File: src/rtl/me_pkg.sv
// Shared constants, state encoding and window address helper for the
// full-search block-matching motion estimator.
package me_pkg;

  localparam int PIX_W      = 8;
  localparam int BLK        = 16;
  localparam int WIN        = 31;
  localparam int NUM_PE     = 16;
  localparam int COUNT_LAST = 4110;
  localparam int CNT_W      = 13;

  typedef enum logic [1:0] {
    IDLE = 2'd0,
    RUN  = 2'd1,
    HOLD = 2'd2
  } state_t;

  // Linear search-window address of (row + vy, col) in a WIN-wide window.
  function automatic logic [9:0] win_addr(input logic [3:0] row,
                                          input logic [3:0] vy,
                                          input logic [4:0] col);
    logic [9:0] line;
    line = {6'd0, row} + {6'd0, vy};
    return line * 10'(WIN) + {5'd0, col};
  endfunction

endpackage

File: src/rtl/me_pe.sv
// One processing element: accumulates the saturating SAD of candidate
// column offset K. The reference index it works on is idx - K, so it
// reloads when idx[7:0] == K and takes the second search stream while
// the current column b has not yet reached K (its candidate column
// spilled past the right edge of the first stream).
module me_pe
  import me_pkg::*;
#(
  parameter int K = 0
) (
  input  logic             clock,
  input  logic             reset_n,
  input  logic             en,
  input  logic [7:0]       idx,
  input  logic [PIX_W-1:0] r,
  input  logic [PIX_W-1:0] s1,
  input  logic [PIX_W-1:0] s2,
  output logic [PIX_W-1:0] sad
);

  logic [PIX_W-1:0] acc_q, acc_d;
  logic [PIX_W-1:0] s_sel;
  logic [PIX_W-1:0] abs_diff;
  logic [PIX_W:0]   sum;
  logic             load;

  // Select search stream, form |r-s| and the saturating load/accumulate.
  always_comb begin
    load     = (idx == 8'(K));
    s_sel    = (idx[3:0] < 4'(K)) ? s2 : s1;
    abs_diff = (r > s_sel) ? (r - s_sel) : (s_sel - r);
    sum      = {1'b0, acc_q} + {1'b0, abs_diff};
    acc_d    = acc_q;
    if (en) begin
      if (load) begin
        acc_d = abs_diff;
      end else begin
        acc_d = sum[PIX_W] ? {PIX_W{1'b1}} : sum[PIX_W-1:0];
      end
    end
  end

  // Accumulator register.
  always_ff @(posedge clock or negedge reset_n) begin
    if (!reset_n) begin
      acc_q <= '0;
    end else begin
      acc_q <= acc_d;
    end
  end

  assign sad = acc_q;

endmodule

File: src/rtl/me_top_module.sv
// Full-search motion estimator top: 16x16 reference block against a
// 31x31 window with 16 staggered PEs and one shared comparator.
// Optional macro ME_DONE_EN adds a one-cycle `done` pulse on RUN -> HOLD.
// Pipeline: count -> registered addresses -> memory data -> PE
// accumulators -> comparator registers; cnt_p1/p2/p3 track which count
// each stage is working on.
module me_top_module
  import me_pkg::*;
(
  input  logic       clock,
  input  logic       reset_n,
  input  logic       start,
  input  logic [7:0] r,
  input  logic [7:0] s1,
  input  logic [7:0] s2,
  output logic [7:0] address_r,
  output logic [9:0] address_s1,
  output logic [9:0] address_s2,
  output logic [7:0] best_dist,
  output logic [3:0] motion_x,
  output logic [3:0] motion_y
`ifdef ME_DONE_EN
  ,
  output logic       done
`endif
);

  state_t             state_q, state_d;
  logic [CNT_W-1:0]   count_q, count_d;
  logic               drain_q, drain_d;
  logic [7:0]         addr_r_q, addr_r_d;
  logic [9:0]         addr_s1_q, addr_s1_d;
  logic [9:0]         addr_s2_q, addr_s2_d;
  logic               vld_p1_q, vld_p2_q, vld_p3_q;
  logic [CNT_W-1:0]   cnt_p1_q, cnt_p2_q, cnt_p3_q;
  logic [PIX_W-1:0]   r_sr_q [NUM_PE-1];
  logic [PIX_W-1:0]   r_sr_d [NUM_PE-1];
  logic [PIX_W-1:0]   best_q, best_d;
  logic [3:0]         mx_q, mx_d;
  logic [3:0]         my_q, my_d;
  logic [PIX_W-1:0]   pe_sad [NUM_PE];

  logic               issue;
  logic [7:0]         av_prev;
  logic [7:0]         cmp_idx;
  logic [3:0]         cmp_k;
  logic [3:0]         cmp_v;
  logic               cmp_fire;
  logic               last_fire;
  logic [PIX_W-1:0]   cmp_sad;

  // A new count is issued every RUN cycle until COUNT_LAST has gone out.
  assign issue = (state_q == RUN) && !drain_q;

  // Address generation for the count being issued; 0 when nothing issues.
  always_comb begin
    // {v',a'} of count-16: only the row/offset field steps back by one.
    av_prev   = count_q[11:4] - 8'd1;
    addr_r_d  = '0;
    addr_s1_d = '0;
    addr_s2_d = '0;
    if (issue) begin
      addr_r_d  = count_q[7:0];
      addr_s1_d = win_addr(count_q[7:4], count_q[11:8], {1'b0, count_q[3:0]});
      if (count_q >= CNT_W'(BLK)) begin
        addr_s2_d = win_addr(av_prev[3:0], av_prev[7:4], {1'b1, count_q[3:0]});
      end
    end
  end

  // Reference delay line feeding PE k with r delayed k cycles.
  always_comb begin
    r_sr_d[0] = r;
    for (int i = 1; i < NUM_PE - 1; i++) begin
      r_sr_d[i] = r_sr_q[i-1];
    end
  end

  genvar gi;
  generate
    for (gi = 0; gi < NUM_PE; gi++) begin : g_pe
      logic [PIX_W-1:0] r_k;
      if (gi == 0) begin : g_first
        assign r_k = r;
      end else begin : g_dly
        assign r_k = r_sr_q[gi-1];
      end
      me_pe #(.K(gi)) u_pe (
        .clock   (clock),
        .reset_n (reset_n),
        .en      (vld_p2_q),
        .idx     (cnt_p2_q[7:0]),
        .r       (r_k),
        .s1      (s1),
        .s2      (s2),
        .sad     (pe_sad[gi])
      );
    end
  endgenerate

  // PE k finishes reference index 255 at count 256*v + 255 + k.
  always_comb begin
    cmp_idx   = cnt_p3_q[7:0] + 8'd1;
    cmp_k     = cmp_idx[3:0];
    cmp_v     = cnt_p3_q[11:8] - ((cmp_k == 4'd0) ? 4'd0 : 4'd1);
    cmp_fire  = (state_q == RUN) && vld_p3_q &&
                (cnt_p3_q >= CNT_W'(255)) && (cmp_idx[7:4] == 4'd0);
    last_fire = (state_q == RUN) && vld_p3_q &&
                (cnt_p3_q == CNT_W'(COUNT_LAST));
    cmp_sad   = pe_sad[cmp_k];
  end

  // Control FSM next state, counter and running-best comparator.
  always_comb begin
    state_d = state_q;
    count_d = count_q;
    drain_d = drain_q;
    best_d  = best_q;
    mx_d    = mx_q;
    my_d    = my_q;
    case (state_q)
      IDLE: begin
        if (start) begin
          state_d = RUN;
          count_d = '0;
          drain_d = 1'b0;
          best_d  = {PIX_W{1'b1}};
          mx_d    = '0;
          my_d    = '0;
        end
      end
      RUN: begin
        if (count_q != CNT_W'(COUNT_LAST)) begin
          count_d = count_q + CNT_W'(1);
        end else begin
          drain_d = 1'b1;
        end
        // Strict less-than keeps the earlier candidate on ties.
        if (cmp_fire && (cmp_sad < best_q)) begin
          best_d = cmp_sad;
          mx_d   = cmp_k;
          my_d   = cmp_v;
        end
        if (last_fire) begin
          state_d = HOLD;
          count_d = '0;
          drain_d = 1'b0;
        end
      end
      HOLD: begin
        if (!start) begin
          state_d = IDLE;
        end
      end
      default: state_d = IDLE;
    endcase
  end

  // State, address, pipeline-tracking and result registers.
  always_ff @(posedge clock or negedge reset_n) begin
    if (!reset_n) begin
      state_q   <= IDLE;
      count_q   <= '0;
      drain_q   <= 1'b0;
      addr_r_q  <= '0;
      addr_s1_q <= '0;
      addr_s2_q <= '0;
      vld_p1_q  <= 1'b0;
      vld_p2_q  <= 1'b0;
      vld_p3_q  <= 1'b0;
      cnt_p1_q  <= '0;
      cnt_p2_q  <= '0;
      cnt_p3_q  <= '0;
      for (int i = 0; i < NUM_PE - 1; i++) begin
        r_sr_q[i] <= '0;
      end
      best_q    <= {PIX_W{1'b1}};
      mx_q      <= '0;
      my_q      <= '0;
    end else begin
      state_q   <= state_d;
      count_q   <= count_d;
      drain_q   <= drain_d;
      addr_r_q  <= addr_r_d;
      addr_s1_q <= addr_s1_d;
      addr_s2_q <= addr_s2_d;
      vld_p1_q  <= issue;
      vld_p2_q  <= vld_p1_q;
      vld_p3_q  <= vld_p2_q;
      cnt_p1_q  <= count_q;
      cnt_p2_q  <= cnt_p1_q;
      cnt_p3_q  <= cnt_p2_q;
      for (int i = 0; i < NUM_PE - 1; i++) begin
        r_sr_q[i] <= r_sr_d[i];
      end
      best_q    <= best_d;
      mx_q      <= mx_d;
      my_q      <= my_d;
    end
  end

`ifdef ME_DONE_EN
  logic done_q, done_d;

  assign done_d = last_fire;

  // Single-cycle completion pulse on the RUN -> HOLD edge.
  always_ff @(posedge clock or negedge reset_n) begin
    if (!reset_n) begin
      done_q <= 1'b0;
    end else begin
      done_q <= done_d;
    end
  end

  assign done = done_q;
`endif

  assign address_r  = addr_r_q;
  assign address_s1 = addr_s1_q;
  assign address_s2 = addr_s2_q;
  assign best_dist  = best_q;
  assign motion_x   = mx_q;
  assign motion_y   = my_q;

endmodule

File: config.mk
export PLATFORM = sky130hd
export DESIGN_NAME = me_top_module
export DESIGN_NICKNAME = d
export VERILOG_FILES = /design/src/rtl/me_pkg.sv /design/src/rtl/me_pe.sv /design/src/rtl/me_top_module.sv
export SDC_FILE = /design/constraint.sdc
export NUM_CORES = 2
export LEC_CHECK = 0
export ABC_CLOCK_PERIOD_IN_PS = 17800
export CORE_ASPECT_RATIO = 1.2
export CORE_MARGIN = 2
export CORE_UTILIZATION = 43
export DETAILED_ROUTE_END_ITERATION = 16
export DONT_BUFFER_PORTS = 1
export GPL_ROUTABILITY_DRIVEN = 0
export PLACE_DENSITY = 0.56
export SLEW_MARGIN = 0
export SYNTH_ARGS = -nofsm -noshare
export SYNTH_HDL_FRONTEND = slang
export SYNTH_SLANG_ARGS = --single-unit
File: constraint.sdc
create_clock -name clock -period 17.8 [get_ports clock]
set_input_delay 3.56 -clock clock [delete_from_list [all_inputs] [get_ports clock]]
set_output_delay 3.56 -clock clock [all_outputs]
set_load 0.02 [all_outputs]
==> reports/results.ini <==
[setup_path]
critical_path_class=input pin to register
r2r_slack_ns=11.29
cp.arrival_ns=8.90
end_kind=register
reg2reg_depth=18
worst_setup_path_start_kind=input pin
r2r-end=g_pe[1].u_pe.sad[7]
crit_fanout=15
worstPathRequired_ns=18.30
r2r-start=cnt_p2_q[1]

[clock_network]
cts.clk_slew.worst_paths_ns=0.06
clockBufferDepth=3
numCtsBuffers=44
clkSinkCount=350
htree_levels=2
hold_buffers=0
post-cts-setup-buffer-count=0
cts_tree=done
cts_resized=0
cts_root_buffer=clkbuf_16
clk_latency_ns=0.61

[global_routing]
grt_start_max_net_pins=351
grt-ovfl-total=0
antenna_found_initial=5
grt_pass1_vias=24900
grt_usage=0.251
grt_pass1_wl_mm=148

[floorplanning]
fp.dieW_um=254
core_area_mm2=0.0739
rows=109
die_h_um=304
num_io_pins=71
start_util=0.435
dieArea_mm2=0.0770

[synth]
ys_seq_area_frac=0.273
synth_nets=4061
synth_area_mm2=0.0322
yosysUniqueCellTypes=83
synthCells=3520
yosys_warnings=0
syn_area_per_cell_um2=9.14
synth_edf_count=0
synth_seq_cells=350
ys_async_sr_fraction=1.00
synthFlopType=dfrtp_1

[place]
io_buffer_count=0
place_area_mm2=0.0331
detailed_place_hpwl_mm=71.1

[detailed_routing]
detail_route.vias_per_cell=5.58
drtPass1Iterations=5
post-route-drc-count=0
wl_per_cell_um=21.2
vias=25100
wirelength_mm=95.5
final_antenna_net_count=0
drt-initial-drc-count=1711

[final_layout]
flow.area_growth_from_synthesis_pct=7.77
fin_nets=4012
drive_gt1_frac=0.0599
mostFrequentLayoutCell=ha_1
fin_area_mm2=0.0347
final_util=0.469
final_cell_mix=ha_1, inv_1, dfrtp_1

[timing]
fin_hold_ws_ns=0.347
relSlewSlack=-0.0110
fmax_mhz=119
finalClockSkew_ns=0.0336
tightest_slew_ns=1.52
drv_slew=46
finalCritPeriodShare=0.472
final-hold-violation-count=0
tns_ns=0
post-route-min-period_ns=8.40
finalSetupViolations=0
rsz0062_at_grt=no

[worst_hold_path]
worst_hold_path.endpoint=cnt_p2_q[6]
hold_path_class=register to register
min_path_cells=0
hold_start=cnt_p1_q[6]

[flow_run]
drv_cap=0

[outcome]
status=finished with violations
violations=slew limit

## worst max-delay path, stage by stage
cell	delay, ns
inv_1	0.79
o21ai_0	0.36
ha_1	0.50
and2_4	0.21
o211ai_1	0.09
a31oi_1	0.83
mux2_2	0.44
a31o_2	0.24
xor2_1	0.24
ha_1	0.31
nor2b_1	0.15
nor3_1	0.20
o21bai_1	0.12
a221o_1	0.43
o32ai_1	0.32
nor2_1	0.09
## per-stage QoR
stage	std cells	worst slack [ns]
5_1_grt	4504	9.07
3_5_place_dp	4424	8.85
6_report	4505	9.40
2_1_floorplan	3520	9.73
4_1_cts	4503	9.50
3_3_place_gp	4424	8.89
## sequential cells by signal (all words and copies together), names as in the netlist
signal and flops:
motion_x 4, g_pe.u_pe.sad 128, motion_y 4, state_q 2, vld_p1_q 1, count_q 13
drain_q 1, cnt_p1_q 13, g_pe.r_k 120, address_s2 10, best_dist 8, vld_p3_q 1
address_s1 10, vld_p2_q 1, cnt_p3_q 13, address_r 8, cnt_p2_q 13
## kinds of logic (layout without fill, tap and decap cells)
family | after synthesis | in the layout | synth area share
other | 0 | 2 | 0
buffers and inverters | 546 | 530 | 0.0650
multiplexers | 177 | 177 | 0.0682
AND/OR/NAND/NOR | 786 | 786 | 0.122
AO/OA/AOI/OAI | 944 | 944 | 0.201
XOR/XNOR | 203 | 203 | 0.0553
flip-flops | 350 | 350 | 0.273
adder cells (fa/ha/maj) | 514 | 514 | 0.216
## routing by layer
layer  share of wire  wire length (um)  global-route usage  up-vias
li1                -                 -                   -    12300
met1            0.44             42200               0.330    12100
met2            0.46             43600               0.408      550
met3           0.055              5300              0.0418      166
met4           0.046              4430               0.108        2
met5         0.00013                12                   0        -
## worst max path at each step
stage                     slack, ns   from  cells past startpoint                    to
after floorplan                9.73  s1[0]                     22  g_pe[13].u_pe.sad[2]
after global placement         8.89  s1[0]                     17   g_pe[1].u_pe.sad[7]
after detailed placement       8.85  s1[0]                     17   g_pe[1].u_pe.sad[7]
after CTS                      9.50  s1[0]                     17   g_pe[1].u_pe.sad[1]
after global routing           9.07  s1[0]                     20  g_pe[12].u_pe.sad[2]
final                          9.40  s1[4]                     16   g_pe[1].u_pe.sad[7]
## Yosys cell counts, drive strengths merged, types with 70 or more instances
cell | instances | area, um2
nand2 | 202 | 758
fa | 70 | 1400
mux2i | 127 | 1270
dfrtp | 342 | 8560
a21o | 134 | 1010
inv | 432 | 1620
o21ai | 268 | 1350
a21oi | 150 | 754
xor2 | 76 | 666
ha | 444 | 5560
clkbuf | 87 | 327
xnor2 | 127 | 1110
nor2 | 190 | 713
## layout make-up
class	count	area, um2
flip-flops and latches	350	8770
fillers	7218	39300
repair buffers	19	143
clock buffers	58	1230
diodes	2	5.00
multi-input cells	2624	21300
well taps	999	1250
inverters	432	1620
clock inverters	21	313
Power is not shown: default switching activity piles up to over one toggle a cycle in this logic, so the estimate is an artifact.
